===== config.mk =====
export PLATFORM = sky130hd
export DESIGN_NAME = dffram_wb_ctrl
export DESIGN_NICKNAME = d
export VERILOG_FILES = /design/src/rtl/dffram_wb_ctrl.sv
export SDC_FILE = /design/constraint.sdc
export NUM_CORES = 1
export LEC_CHECK = 0
export CAP_MARGIN = 15
export CORE_MARGIN = 2
export CORE_UTILIZATION = 37
export DETAILED_ROUTE_END_ITERATION = 8
export GPL_TIMING_DRIVEN = 0
export HOLD_SLACK_MARGIN = 0.12
export PLACE_DENSITY = 0.87
export REMOVE_ABC_BUFFERS = 1
export SYNTH_ARGS = -nofsm -noshare
export SYNTH_HDL_FRONTEND = slang
export SYNTH_SLANG_ARGS = --single-unit

===== constraint.sdc =====
create_clock -name CLK -period 3.3 [get_ports CLK]
set_input_delay 0.66 -clock CLK [delete_from_list [all_inputs] [get_ports CLK]]
set_output_delay 0.66 -clock CLK [all_outputs]
set_load 0.02 [all_outputs]

===== src/rtl/dffram_wb_ctrl.sv =====
// dffram_wb_ctrl: Wishbone B4 classic slave in front of a 2048x32 DFFRAM macro.
// Every bus request runs IDLE -> ACCESS -> RESP, so the macro sees exactly one
// EN cycle per transfer and its registered Do is valid while the ack is up.
// Optional build macro: DFFRAM_WB_ERR_EN enables address decode against
// BASE_ADDR; out-of-window requests answer with wb_err_o and never touch the RAM.
module dffram_wb_ctrl #(
    parameter int          A_WIDTH   = 11,
    parameter logic [31:0] BASE_ADDR = 32'h0000_0000
) (
    input  logic               CLK,
    input  logic               RST,
    input  logic               wb_cyc_i,
    input  logic               wb_stb_i,
    input  logic               wb_we_i,
    input  logic [3:0]         wb_sel_i,
    input  logic [31:0]        wb_adr_i,
    input  logic [31:0]        wb_dat_i,
    output logic [31:0]        wb_dat_o,
    output logic               wb_ack_o,
    output logic               wb_err_o,
    output logic               ram_EN,
    output logic [3:0]         ram_WE,
    output logic [A_WIDTH-1:0] ram_A,
    output logic [31:0]        ram_Di,
    input  logic [31:0]        ram_Do
);

    typedef enum logic [1:0] {
        IDLE   = 2'd0,
        ACCESS = 2'd1,
        RESP   = 2'd2
    } state_t;

    state_t             state_reg, state_next;
    logic [A_WIDTH-1:0] adr_reg, adr_next;
    logic [31:0]        dat_reg, dat_next;
    logic [3:0]         sel_reg, sel_next;
    logic               we_reg, we_next;
    logic               err_reg, err_next;

    logic req;
    logic addr_miss;
    logic in_access;
    logic in_resp;
    logic unused_bits;

    assign req = wb_cyc_i & wb_stb_i;

`ifdef DFFRAM_WB_ERR_EN
    // Requests outside the aligned window around BASE_ADDR are rejected.
    assign addr_miss   = (wb_adr_i[31:A_WIDTH+2] != BASE_ADDR[31:A_WIDTH+2]);
    assign unused_bits = ^{wb_adr_i[1:0], BASE_ADDR[A_WIDTH+1:0]};
`else
    // Upper address bits ignored: the RAM aliases across the address space.
    assign addr_miss   = 1'b0;
    assign unused_bits = ^{wb_adr_i[31:A_WIDTH+2], wb_adr_i[1:0], BASE_ADDR};
`endif

    // State and request-latch registers; reset returns to IDLE with everything cleared.
    always_ff @(posedge CLK) begin
        if (RST) begin
            state_reg <= IDLE;
            adr_reg   <= '0;
            dat_reg   <= '0;
            sel_reg   <= '0;
            we_reg    <= 1'b0;
            err_reg   <= 1'b0;
        end else begin
            state_reg <= state_next;
            adr_reg   <= adr_next;
            dat_reg   <= dat_next;
            sel_reg   <= sel_next;
            we_reg    <= we_next;
            err_reg   <= err_next;
        end
    end

    // Next-state logic: latch the request in IDLE, then a fixed walk to RESP and back.
    always_comb begin
        state_next = state_reg;
        adr_next   = adr_reg;
        dat_next   = dat_reg;
        sel_next   = sel_reg;
        we_next    = we_reg;
        err_next   = err_reg;
        case (state_reg)
            IDLE: begin
                if (req) begin
                    adr_next   = wb_adr_i[A_WIDTH+1:2];
                    dat_next   = wb_dat_i;
                    sel_next   = wb_sel_i;
                    we_next    = wb_we_i;
                    err_next   = addr_miss;
                    state_next = addr_miss ? RESP : ACCESS;
                end
            end
            ACCESS:  state_next = RESP;
            RESP:    state_next = IDLE;
            default: state_next = IDLE;
        endcase
    end

    assign in_access = (state_reg == ACCESS);
    assign in_resp   = (state_reg == RESP);

    // RAM strobes come only from registered state; RST gates them so a reset
    // landing in ACCESS can never commit a partial write.
    assign ram_EN = in_access & ~RST;
    assign ram_A  = adr_reg;
    assign ram_Di = dat_reg;

    generate
        for (genvar gi = 0; gi < 4; gi++) begin : g_we_lane
            assign ram_WE[gi] = in_access & we_reg & sel_reg[gi] & ~RST;
        end
    endgenerate

    // Bus response: ack follows cyc in RESP so a dropped cycle suppresses it.
    assign wb_ack_o = in_resp & ~err_reg & wb_cyc_i & ~RST;
    assign wb_dat_o = (in_resp & ~we_reg & ~err_reg) ? ram_Do : 32'h0;

`ifdef DFFRAM_WB_ERR_EN
    assign wb_err_o = in_resp & err_reg & wb_cyc_i & ~RST;
`else
    assign wb_err_o = 1'b0;
`endif

endmodule

# --- Word-level counts from Yosys, hierarchy flattened ---
# Cells that the tools add are included.
totals:
  ff_bits: 50
  in_bits: 105
  wordCells: 29
classes:
  n_eq_ne: 3
  n_mux: 3
  bitwise_logic: 16
  n_reduce_logical: 2
ops:
  columns: ["cell", "n"]
  rows:
  - ["$mux W32", 1]
  - ["$and A1 B1 Y1", 14]
  - ["$pmux W2 S2", 1]
  - ["$eq A2 B1 Y1 const B", 1]
  - ["$eq A2 B2 Y1 const B", 1]
  - ["$logic_not A2 Y1", 1]
  - ["$mux W2", 1]
  - ["$ne A2 B2 Y1 const B", 1]
  - ["$not A1 Y1", 2]
  - ["$reduce_and A2 Y1", 1]

# --- Depth between registers and ports, before layout ---
depth:
  word_depth: 4
  ltp_mapped: 5

# --- Least setup slack after synthesis ---
# No wires, ideal clock.
synth_timing:
  path_type: "in2out"
  from: "input port RST"
  to: "output port wb_ack_o"
  arrival_ns: 1.538
  t_required_ns: 2.640
  slack_ns: 1.102
  cell_stages: 2
  cell_sequence: "clkbuf_1 > nor4bb_1"
synth_via:
  elab_chain_len: 2
synth_rtl:
  columns: ["element", "line", "rtl"]
  rows:
  - ["start: declaration", "11", "input logic RST,"]
  - ["$not A1 Y1", "119", "assign wb_ack_o = in_resp & ~err_reg & wb_cyc_i & ~RST;"]
  - ["$and A1 B1 Y1", "119", null]
  - ["end: declaration", "19", "output logic wb_ack_o,"]
# No other way between the ends.

# --- Worst setup path in the final report ---
layout_timing:
  from: "register state_reg[1]"
  to: "output port wb_dat_o[26]"
layout_via:
  elab_chain_len: 3
layout_rtl:
  columns: ["element", "line", "rtl"]
  rows:
  - ["start: declaration", "34", "state_t state_reg, state_next;"]
  - ["start signal: assignment", "69", "state_reg <= state_next;"]
  - ["$eq A2 B2 Y1", "104", "assign in_resp = (state_reg == RESP);"]
  - ["$and A1 B1 Y1", "120", "assign wb_dat_o = (in_resp & ~we_reg & ~err_reg) ? ram_Do : 32'h0;"]
  - ["$mux W32", "120", null]
  - ["end: declaration", "18", "output logic [31:0] wb_dat_o,"]
# No other way between the ends.

==> impl_metrics.yaml <==
run_status:
  outcome: "complete, no violations"
setup_path:
  path_cells: "nor3b_2 -> buf_6 -> and2_1 -> clkdlybuf4s50_1"
  critPathMaxFanout: 17
  startpoint_type: "flop"
  cp_top_family: "buffers and inverters"
  critPathMaxStageDelay_ns: 0.62
  crit_required_ns: 2.64
  critPathKind: "flop to output port"
  critPathArrivalTime_ns: 2.37
  crit_slowest_cell: "clkdlybuf4s50_1"
  path_buf_inv: 2
  worst_setup_path_end_kind: "output port"
job:
  max_cap_violations: 0
placement:
  placed_area_um2: 4200
  dp_hpwl_mm: 5.60
  port_buffers: 164
  gp_congestion: 0.839
pwr:
  p_total_mw: 1.50
  p_leak_nw: 1.61
  netSwitchingFraction: 0.225
  vdd_drop_max_uv: 209
  p_sw_mw: 0.337
  clockPowerShare: 0.347
  seqPwrFrac: 0.435
  p_int_mw: 1.16
  combinationalPowerShare: 0.218
  power_density_nw_per_um2: 344
final_layout:
  mostFrequentLayoutCell: "clkdlybuf4s50_1"
  fill_cells: 540
  regArea_um2: 1000
  multi_input_area_um2: 1390
  synthToLayoutAreaGrowth_pct: 75.0
  nets: 520
  largest_register_ffs: 32
  post-route-util: 0.677
  drive_gt1_frac: 0.0409
  stdcell_area_um2: 4350
  layout_common_cells: "clkdlybuf4s50_1 (163), nand2b_1 (96), dfxtp_1 (50), mux2i_1 (48), and2_1 (36)"
  n_antenna_cell: 0
sta:
  slew_headroom: 0.339
  worst_pin_slew_ns: 0.990
  finClkSkew_ns: 0.00633
  period_needed_ns: 3.03
  maxSlewViolCount: 0
  hold_viol: 0
  fmaxAchievable_mhz: 330
  period_share: 0.918
  rsz0062_at_grt: "no"
  setup_viol: 0
route:
  detail_route.iter0.violations: 44
  drcViolationCount: 0
  routedWlPerCell_um: 14.2
  ant_nets: 0
  via_count: 2264
  viasPerCell: 4.59
  routed_wl_mm: 7.01
  dr.pass1.iters: 3
clocking:
  cts_tree: "done"
  ctsResizeCount: 0
  path_clk_slew_ns: 0.09
  clk_latency_ns: 0.30
  htreeDepth: 2
  ctsHoldBuffers: 0
  post_cts_buffers: 0
  cts_sinks: 50
  cts_root_buf: "clkbuf_8"
  clk_path_buf_depth: 2
  cts-buffers-inserted: 5
die:
  num_rows: 29
  fp.dieArea_um2: 7380
  io_pins: 187
  dieWidth_um: 85.9
  coreArea_um2: 6420
  initial_utilization: 0.387
  fp.dieH_um: 85.9
grt:
  grt.overflow.total: 0
  grt_usage: 0.188
  grt_max_degree: 88
  grt_pass1_wl_mm: 10.9
  grt_pass1_vias: 2218
  antenna_found_initial: 0
synth:
  ys_seq_area_frac: 0.403
  postSynthCellCount: 259
  ys_ff_latch: 50
  syn_area_um2: 2480
  ys_warn_count: 0
  synth_area_per_cell_um2: 9.59
  synth_cell_types: 13
hold_path:
  hp-class: "flop to flop"
==> routing by layer <==
metal / GRT usage / share of wire / vias to the layer above
li1: - / - / 1130
met5: 0 / 0 / -
met2: 0.358 / 0.52 / 106
met4: 0.0505 / 0.018 / 0
met3: 0.0741 / 0.10 / 10
met1: 0.186 / 0.36 / 1018
==> cell type report <==
type                       instances  area share
clock inverter                     2      0.0138
tap                               77      0.0222
multi-input combinational        188       0.320
timing repair buffer             170       0.395
clock buffer                       6      0.0190
sequential                        50       0.230
==> worst paths after layout <==
| kind | start | to | slack [ns] | cells past startpoint |
|---|---|---|---|---|
| hold reg to reg | ram_Di[9]$_SDFFE_PP0P_ | ram_Di[9]$_SDFFE_PP0P_ | 0.47 | 2 |
| hold / removal | ram_Di[9]$_SDFFE_PP0P_ | ram_Di[9]$_SDFFE_PP0P_ | 0.47 | 2 |
| setup / recovery | state_reg[1]$_SDFFE_PP0P_ | wb_dat_o[26] | 0.27 | 4 |
| setup reg to reg | state_reg[1]$_SDFFE_PP0P_ | ram_Di[27]$_SDFFE_PP0P_ | 1.26 | 4 |
==> cells in the mapped netlist, drive strengths merged <==
library cell / instances / area (um2)
and2: 36 / 225
dfxtp: 50 / 1000
clkbuf: 14 / 52.6
nor2b: 1 / 6.26
conb: 1 / 3.75
nand2b: 96 / 601
mux2i: 48 / 480
buf: 7 / 61.3
nor4bb: 3 / 30.0
nor3b: 3 / 22.5
==> kinds of logic (layout without fill, tap and decap cells) <==
family	after synthesis	after routing	synth area share
flops	50	50	0.403
simple gates	139	139	0.356
buf+inv	21	178	0.0458
other cells	1	1	0.00151
mux	48	48	0.193
==> power by group through the flow <==
stage / logic (mW) / registers, mW / clock network, mW
floorplan: 0.110 / 0.697 / 0
global placement: 0.336 / 0.664 / 0
detailed placement: 0.328 / 0.666 / 0
CTS: 0.329 / 0.652 / 0.542
global route: 0.349 / 0.655 / 0.566
finish: 0.326 / 0.651 / 0.519
==> tightest hold or removal path, delay by kind of cell (launching register included) <==
kind | cells | cell delay, ns
multiplexers | 1 | 0.06
AND/OR/NAND/NOR | 1 | 0.06
flip-flops | 1 | 0.31
==> stage by stage <==
step                cells  hold slack [ns]  setup slack [ns]  TNS (ns)
floorplan             238            0.443             -4.62   -226.11
global placement      479            0.457             -7.43   -381.67
detailed placement    485            0.464             0.260         0
CTS                   493            0.480             0.222         0
global route          493            0.499            0.0563         0
finish                493            0.475             0.271         0
Power figures use the tool's default switching activity.
